--- config.mk ---
export PLATFORM = sky130hd
export DESIGN_NAME = iter_muldiv_unit_flat
export DESIGN_NICKNAME = d
export VERILOG_FILES = /design/src/rtl/iter_muldiv_if.sv /design/src/rtl/iter_muldiv_unit.sv /design/src/flat_wrapper.sv
export SDC_FILE = /design/constraint.sdc
export NUM_CORES = 1
export LEC_CHECK = 0
export BUFFER_PORTS_ARGS = -buffer_cell sky130_fd_sc_hd__buf_2
export CAP_MARGIN = 20
export CORE_MARGIN = 10
export CORE_UTILIZATION = 40
export DETAILED_ROUTE_END_ITERATION = 10
export PLACE_DENSITY_LB_ADDON = 0.08
export SYNTH_ARGS = -nofsm -noshare
export SYNTH_HDL_FRONTEND = slang
export SYNTH_SLANG_ARGS = --single-unit
--- constraint.sdc ---
create_clock -name clock -period 20.9 [get_ports clock]
set_input_delay 4.18 -clock clock [delete_from_list [all_inputs] [get_ports clock]]
set_output_delay 4.18 -clock clock [all_outputs]
set_load 0.005 [all_outputs]
--- src/rtl/iter_muldiv_if.sv ---
// rtl/iter_muldiv_if.sv - request/response bundle for the iterative multiply/divide unit
interface iter_muldiv_if #(
  parameter int WIDTH = 32
);
  logic             start;
  logic [1:0]       op;
  logic [WIDTH-1:0] busA;
  logic [WIDTH-1:0] busB;
  logic [WIDTH-1:0] resultLo;
  logic [WIDTH-1:0] resultHi;
  logic             done;
  logic             multStall;
  logic             divZero;
  logic             overflow;

  modport master (
    output start, op, busA, busB,
    input  resultLo, resultHi, done, multStall, divZero, overflow
  );

  modport slave (
    input  start, op, busA, busB,
    output resultLo, resultHi, done, multStall, divZero, overflow
  );
endinterface

--- src/rtl/iter_muldiv_unit.sv ---
// rtl/iter_muldiv_unit.sv - iterative shift-add multiplier / restoring divider, signed and unsigned
module iter_muldiv_unit #(
  parameter int WIDTH          = 32,
  parameter int BITS_PER_CYCLE = 1
) (
  input  logic         clock,
  input  logic         reset,
  iter_muldiv_if.slave bus
);
  localparam int W  = WIDTH;
  localparam int B  = BITS_PER_CYCLE;
  localparam int PW = 2 * WIDTH;
  localparam int CW = $clog2(WIDTH + 1);

  localparam logic [1:0] S_IDLE = 2'd0;
  localparam logic [1:0] S_RUN  = 2'd1;
  localparam logic [1:0] S_FIX  = 2'd2;

  localparam logic [W-1:0] MIN_VAL = {1'b1, {(W-1){1'b0}}};

  logic [1:0]    state_q, state_d;
  logic          is_div_q, is_div_d;
  logic [W-1:0]  opnd_q, opnd_d;
  logic [W-1:0]  hi_q, hi_d;
  logic [W-1:0]  lo_q, lo_d;
  logic [W-1:0]  raw_a_q, raw_a_d;
  logic [CW-1:0] cnt_q, cnt_d;
  logic          neg_lo_q, neg_lo_d;
  logic          neg_hi_q, neg_hi_d;
  logic          dz_q, dz_d;
  logic          ovf_q, ovf_d;
  logic [W-1:0]  res_lo_q, res_lo_d;
  logic [W-1:0]  res_hi_q, res_hi_d;
  logic          done_q, done_d;
  logic          div_zero_q, div_zero_d;
  logic          overflow_q, overflow_d;

  logic          sign_a, sign_b;
  logic [W-1:0]  mag_a, mag_b;
  logic [B-1:0]  digit;
  logic [W+B-1:0] pp, psum;
  logic [PW-1:0] mul_next;
  logic [W:0]    rem_shift;
  logic          rem_ge;
  logic [W-1:0]  rem_sub;
  logic [PW-1:0] prod_fix;

  // Negating MIN yields MIN, which read unsigned is exactly 2^(W-1).
  always_comb begin
    sign_a = ~bus.op[0] & bus.busA[W-1];
    sign_b = ~bus.op[0] & bus.busB[W-1];
    mag_a  = sign_a ? -bus.busA : bus.busA;
    mag_b  = sign_b ? -bus.busB : bus.busB;
  end

  // Multiply: {hi,lo} holds partial product above the unconsumed multiplier bits.
  always_comb begin
    digit    = lo_q[B-1:0];
    pp       = {{B{1'b0}}, opnd_q} * {{W{1'b0}}, digit};
    psum     = {{B{1'b0}}, hi_q} + pp;
    mul_next = PW'({psum, lo_q} >> B);
  end

  always_comb begin
    rem_shift = {hi_q, lo_q[W-1]};
    rem_ge    = rem_shift >= {1'b0, opnd_q};
    rem_sub   = rem_shift[W-1:0] - opnd_q;
    prod_fix  = neg_lo_q ? -{hi_q, lo_q} : {hi_q, lo_q};
  end

  always_comb begin
    state_d    = state_q;
    is_div_d   = is_div_q;
    opnd_d     = opnd_q;
    hi_d       = hi_q;
    lo_d       = lo_q;
    raw_a_d    = raw_a_q;
    cnt_d      = cnt_q;
    neg_lo_d   = neg_lo_q;
    neg_hi_d   = neg_hi_q;
    dz_d       = dz_q;
    ovf_d      = ovf_q;
    res_lo_d   = res_lo_q;
    res_hi_d   = res_hi_q;
    done_d     = 1'b0;
    div_zero_d = div_zero_q;
    overflow_d = overflow_q;

    case (state_q)
      S_IDLE: begin
        if (bus.start) begin
          is_div_d = bus.op[1];
          raw_a_d  = bus.busA;
          hi_d     = '0;
          neg_lo_d = sign_a ^ sign_b;
          neg_hi_d = sign_a;
          dz_d     = bus.op[1] & (bus.busB == '0);
          ovf_d    = (bus.op == 2'b10) & (bus.busA == MIN_VAL) & (bus.busB == '1);
          if (bus.op[1]) begin
            opnd_d = mag_b;
            lo_d   = mag_a;
            cnt_d  = CW'(W);
          end else begin
            opnd_d = mag_a;
            lo_d   = mag_b;
            cnt_d  = CW'(W / B);
          end
          state_d = S_RUN;
        end
      end
      S_RUN: begin
        if (is_div_q) begin
          hi_d = rem_ge ? rem_sub : rem_shift[W-1:0];
          lo_d = {lo_q[W-2:0], rem_ge};
        end else begin
          {hi_d, lo_d} = mul_next;
        end
        cnt_d = cnt_q - CW'(1);
        if (cnt_q == CW'(1)) state_d = S_FIX;
      end
      S_FIX: begin
        state_d    = S_IDLE;
        done_d     = 1'b1;
        div_zero_d = dz_q;
        overflow_d = ovf_q;
        if (!is_div_q) begin
          {res_hi_d, res_lo_d} = prod_fix;
        end else if (dz_q) begin
          res_lo_d = '1;
          res_hi_d = raw_a_q;
        end else if (ovf_q) begin
          res_lo_d = MIN_VAL;
          res_hi_d = '0;
        end else begin
          res_lo_d = neg_lo_q ? -lo_q : lo_q;
          res_hi_d = neg_hi_q ? -hi_q : hi_q;
        end
      end
      default: state_d = S_IDLE;
    endcase
  end

  always_ff @(posedge clock or posedge reset) begin
    if (reset) begin
      state_q    <= S_IDLE;
      is_div_q   <= 1'b0;
      opnd_q     <= '0;
      hi_q       <= '0;
      lo_q       <= '0;
      raw_a_q    <= '0;
      cnt_q      <= '0;
      neg_lo_q   <= 1'b0;
      neg_hi_q   <= 1'b0;
      dz_q       <= 1'b0;
      ovf_q      <= 1'b0;
      res_lo_q   <= '0;
      res_hi_q   <= '0;
      done_q     <= 1'b0;
      div_zero_q <= 1'b0;
      overflow_q <= 1'b0;
    end else begin
      state_q    <= state_d;
      is_div_q   <= is_div_d;
      opnd_q     <= opnd_d;
      hi_q       <= hi_d;
      lo_q       <= lo_d;
      raw_a_q    <= raw_a_d;
      cnt_q      <= cnt_d;
      neg_lo_q   <= neg_lo_d;
      neg_hi_q   <= neg_hi_d;
      dz_q       <= dz_d;
      ovf_q      <= ovf_d;
      res_lo_q   <= res_lo_d;
      res_hi_q   <= res_hi_d;
      done_q     <= done_d;
      div_zero_q <= div_zero_d;
      overflow_q <= overflow_d;
    end
  end

  assign bus.resultLo  = res_lo_q;
  assign bus.resultHi  = res_hi_q;
  assign bus.done      = done_q;
  assign bus.divZero   = div_zero_q;
  assign bus.overflow  = overflow_q;
  assign bus.multStall = (state_q != S_IDLE) | bus.start;
endmodule

--- src/flat_wrapper.sv ---
// flat-port wrapper written by rule: the top's interface ports become plain ports
module iter_muldiv_unit_flat 
#(
  parameter int WIDTH          = 32,
  parameter int BITS_PER_CYCLE = 1
)
  (clock, reset, bus_start, bus_op, bus_busA, bus_busB, bus_resultLo, bus_resultHi, bus_done, bus_multStall, bus_divZero, bus_overflow);
  iter_muldiv_if #(.WIDTH(WIDTH)) bus_i ();
  input  logic clock;
  input  logic reset;
  input wire logic [$bits(bus_i.start)-1:0] bus_start;
  input wire logic [$bits(bus_i.op)-1:0] bus_op;
  input wire logic [$bits(bus_i.busA)-1:0] bus_busA;
  input wire logic [$bits(bus_i.busB)-1:0] bus_busB;
  output wire logic [$bits(bus_i.resultLo)-1:0] bus_resultLo;
  output wire logic [$bits(bus_i.resultHi)-1:0] bus_resultHi;
  output wire logic [$bits(bus_i.done)-1:0] bus_done;
  output wire logic [$bits(bus_i.multStall)-1:0] bus_multStall;
  output wire logic [$bits(bus_i.divZero)-1:0] bus_divZero;
  output wire logic [$bits(bus_i.overflow)-1:0] bus_overflow;
  assign bus_i.start = bus_start;
  assign bus_i.op = bus_op;
  assign bus_i.busA = bus_busA;
  assign bus_i.busB = bus_busB;
  assign bus_resultLo = bus_i.resultLo;
  assign bus_resultHi = bus_i.resultHi;
  assign bus_done = bus_i.done;
  assign bus_multStall = bus_i.multStall;
  assign bus_divZero = bus_i.divZero;
  assign bus_overflow = bus_i.overflow;
  iter_muldiv_unit #(.WIDTH(WIDTH), .BITS_PER_CYCLE(BITS_PER_CYCLE)) u_core (.clock(clock), .reset(reset), .bus(bus_i));
endmodule
Word level (Yosys, flattened, before mapping):

Cells that the tools add are included.

* flip-flop bits (word level): 208
* input bits: 69
* output and inout bits: 68
* word-level logic and storage cells: 75

* add/subtract/negate cells: 8
* multipliers: 1
* order comparisons: 1
* eq/ne operators: 8
* muxes and demuxes: 26
* bitwise gates (word level): 8
* reduce and logical (&&, ||, !) cells: 7

Operator list (number)
* 32-bit two-way mux: 17
* 32-bit negator: 4
* 32-bit case mux with 2 select lines: 2
* 32-bit == test (second input constant): 2
* 64-bit two-way mux: 1
* 64-bit negator: 1
* 32-bit by 33-bit adder with 33-bit output: 1
* 33-bit by 32-bit greater-or-equal comparator with 1-bit output: 1
* 32-bit by 1-bit multiplier with 33-bit output: 1
* 32-bit logical NOT: 1
* 32-bit subtractor: 1
* 6-bit case mux with 2 select lines: 1
* 6-bit by 1-bit == test with 1-bit output (second input constant): 1
* 6-bit two-way mux: 1
* 2-bit AND reduction: 3
* 6-bit by 1-bit subtractor with 6-bit output (second input constant): 1
* 1-bit AND: 5
* 2-bit == test (second input constant): 2
* 2-bit two-way mux: 2
* 2-bit case mux with 2 select lines: 1
* 2-bit nonzero test: 2
* 2-bit by 1-bit == test with 1-bit output (second input constant): 1
* 2-bit logical NOT: 1
* 2-bit by 1-bit != test with 1-bit output (second input constant): 1
* 5 further kinds: 5

Depth between registers and ports, before layout:

* depth after elaboration: 6
* gate-level depth with buffers: 13
* mapped depth without buffers: 13

Worst setup path before layout:

OpenSTA, ideal clock, no wires.

* kind: input port to output port
* from: in bus_start
* to: out bus_multStall
* data arrival time: 4493 ps
* data required time: 16720 ps
* path slack: 12227 ps
* stages on the path: 1
* path buffers: 0
* cells stage by stage: or3_1

* word-level cells in the longest chain between the ends: 1

RTL lines
* start: declaration: line flat_wrapper.sv:11 `input wire logic [$bits(bus_i.start)-1:0] bus_start;`
* 1-bit OR: line iter_muldiv_unit.sv:186 `assign bus.multStall = (state_q != S_IDLE) | bus.start;`
* end: declaration: line flat_wrapper.sv:18 `output wire logic [$bits(bus_i.multStall)-1:0] bus_multStall;`

No other way between the ends.

Worst setup path in the final report:

Same ends and word-level chain as after synthesis.

==> impl_metrics.yaml <==
place:
  place_ws_ns: 11.96
  gp_congestion: 0.943
  io_buffers: 136
  place_hpwl_mm: 46.2
detailed_routing:
  drtAntennaViolNets: 0
  drt-initial-drc-count: 1429
  wl_per_cell_um: 22.3
  wl_mm: 61.1
  drc: 0
  dr.pass1.iters: 6
  vias: 16100
  routed_via_density: 5.89
floorplan:
  start_util: 0.407
  num_rows: 74
  boundaryPins: 137
  coreArea_um2: 41100
  die_h_um: 224
  die_x_um: 224
  die-area_um2: 50400
timing:
  period_share: 0.428
  hold_ws_ns: 0.473
  finalSetupTns_ns: 0
  rsz0062_at_grt: "no"
  clock_skew_ns: 0.0301
  finalSetupViolations: 0
  drv_slew: 0
  finalHoldViolations: 0
  period_minus_slack_ns: 8.94
  timing.fmax_mhz: 112
  slew_headroom: 0.267
  max_slew.worst_pin.slew_ns: 1.09
  fin_ws_ns: 11.96
power:
  powerDensity_nw_per_um2: 178
  ir_worst_vdd_uv: 77.0
  p_leak_nw: 8.17
global_route:
  grt_pass1_wl_mm: 93.1
  grt_antenna_before_repair: 2
  grt_usage: 0.235
  grt_pass1_vias: 15300
  grt_max_degree: 92
  gr-total-overflow: 0
layout:
  mostFrequentLayoutCell: "nand2_1"
  synthToLayoutAreaGrowth_pct: 11.7
  fin_nets: 2331
  drive_above_1_share: 0.110
  final_cell_mix: "nand2_1 (328), o21ai_0 (248), dfrtp_1 (206)"
logic_synthesis:
  synthCells: 2150
  synthFlopType: "dfrtp_1"
  ys_async_sr_fraction: 1.00
  synthesis.area_um2: 16700
  syn-num-nets: 2292
  yosysUniqueCellTypes: 79
  synth_warnings: 0
  yosysSeqAreaShare: 0.311
  avgSynthCellArea_um2: 7.77
  ys_seq_elements: 208
  synth_edf_count: 0
critical_path:
  cp-end-kind: "primary output"
  arrival_ns: 4.76
  r2r_cells: 11
  r2r_slack_ns: 16.19
  critPathKind: "input port to primary output"
  start_kind: "input port"
  cp.required_ns: 16.72
  cp_max_fo: 3
clock_tree:
  clkTransAtPathRegs_ns: 0.06
  clockBufferDepth: 3
  clock-sinks: 208
  postCtsHoldBufs: 0
  cts_buffers: 26
  cts_resized: 0
  cts-htree-levels: 1
  cts_tree: "built"
  clock_latency_ns: 0.57
  root_buffer: "clkbuf_16"
  postCtsSetupBuffers: 0
worst_hold_path:
  min_path_type: "flip-flop to flip-flop"
  holdPathStages: 2
outcome:
  status: "completed"
job:
  max-cap-violations: 0
## per-stage QoR
| step | cell area (um^2) | utilization | power, mW | instances |
|---|---|---|---|---|
| final | 18700 | 0.454 | 3.33 | 2742 |
| after global routing | 18700 | 0.454 | 3.60 | 2741 |
| after floorplan | 16700 | - | 2.21 | 2150 |
| after detailed placement | 17700 | 0.430 | 2.80 | 2691 |
| after global placement | 17700 | 0.430 | 2.77 | 2690 |
| after CTS | 18600 | 0.453 | 3.31 | 2739 |
## cells in the mapped netlist (10+ instances only)
cell type | count | area share
xnor2_1 | 123 | 0.064
dfrtp_1 | 208 | 0.31
nand3_1 | 48 | 0.014
a21oi_1 | 154 | 0.046
ha_1 | 71 | 0.053
a22oi_1 | 17 | 0.0076
buf_1 | 11 | 0.0025
inv_1 | 70 | 0.016
xor2_1 | 76 | 0.040
and2_1 | 17 | 0.0064
buf_2 | 11 | 0.0033
mux2i_1 | 50 | 0.030
or4_1 | 12 | 0.0054
nor3_1 | 39 | 0.012
o31ai_1 | 22 | 0.0099
a21o_1 | 29 | 0.013
o21ai_1 | 10 | 0.0030
nor4_1 | 11 | 0.0041
a221oi_1 | 24 | 0.013
and3_1 | 13 | 0.0049
nand2_1 | 329 | 0.074
a31oi_1 | 18 | 0.0067
nand2b_1 | 18 | 0.0067
o211ai_1 | 18 | 0.0081
a211oi_1 | 13 | 0.0058
clkbuf_1 | 121 | 0.027
or3_1 | 28 | 0.010
nor2b_1 | 11 | 0.0041
o221ai_1 | 30 | 0.016
nand4_1 | 19 | 0.0071
o21ai_0 | 248 | 0.074
nor2_1 | 167 | 0.037
## cell families after synthesis
logic type | count (synthesis) | synth area share
buf+inv | 216 | 0.0500
xor+xnor | 199 | 0.104
mux | 52 | 0.0313
simple gates | 749 | 0.206
compound gates | 653 | 0.242
fa+ha+maj | 73 | 0.0555
flops | 208 | 0.311
## per-layer routing
layer,wire length [um],share of wire,track usage,vias up
li1,-,-,-,7744
met1,28700,0.47,0.338,7727
met2,25800,0.42,0.345,597
met3,4900,0.080,0.0493,81
met4,1780,0.029,0.0682,0
met5,0,0,0,-
## area by class of cell
| cell class | count | area (um^2) |
|---|---|---|
| fillers | 4197 | 22400 |
| multi-input cells | 1726 | 10700 |
| flip-flops and latches | 208 | 5210 |
| repair buffers | 156 | 883 |
| clock buffers | 30 | 676 |
| well taps | 532 | 666 |
| inverters | 71 | 274 |
| clock inverters | 18 | 262 |
| diodes | 1 | 2.50 |
## power breakdown
part	internal, mW	total [mW]	leakage [nW]	switching (mW)
Clock	0.298	0.497	0.445	0.199
Combinational	0.817	2.00	5.20	1.18
Sequential	0.566	0.837	2.52	0.271
## final timing paths
check	start	endpoint
max	bus_start	bus_multStall
min reg2reg	u_core.bus.resultHi[18]	u_core.bus.resultHi[18]
min in group asynchronous	reset	u_core.bus.resultLo[30]
max reg2reg	u_core.hi_q[5]	u_core.hi_q[6]
max in group asynchronous	reset	u_core.neg_lo_q
min	u_core.bus.resultHi[18]	u_core.bus.resultHi[18]
## worst max-delay path, stage by stage
cell and delay [ns]:
buf_2 0.12, or3_1 0.32, buf_2 0.14
## flip-flops by register name, summed over array words and instances (netlist names), 2 cells and up
register,cells
u_core.opnd_q,32
u_core.lo_q,32
u_core.bus.resultLo,32
u_core.raw_a_q,32
u_core.state_q,2
u_core.bus.resultHi,32
u_core.hi_q,32
u_core.cnt_q,6
No activity file was read; power rests on OpenSTA's default activity.
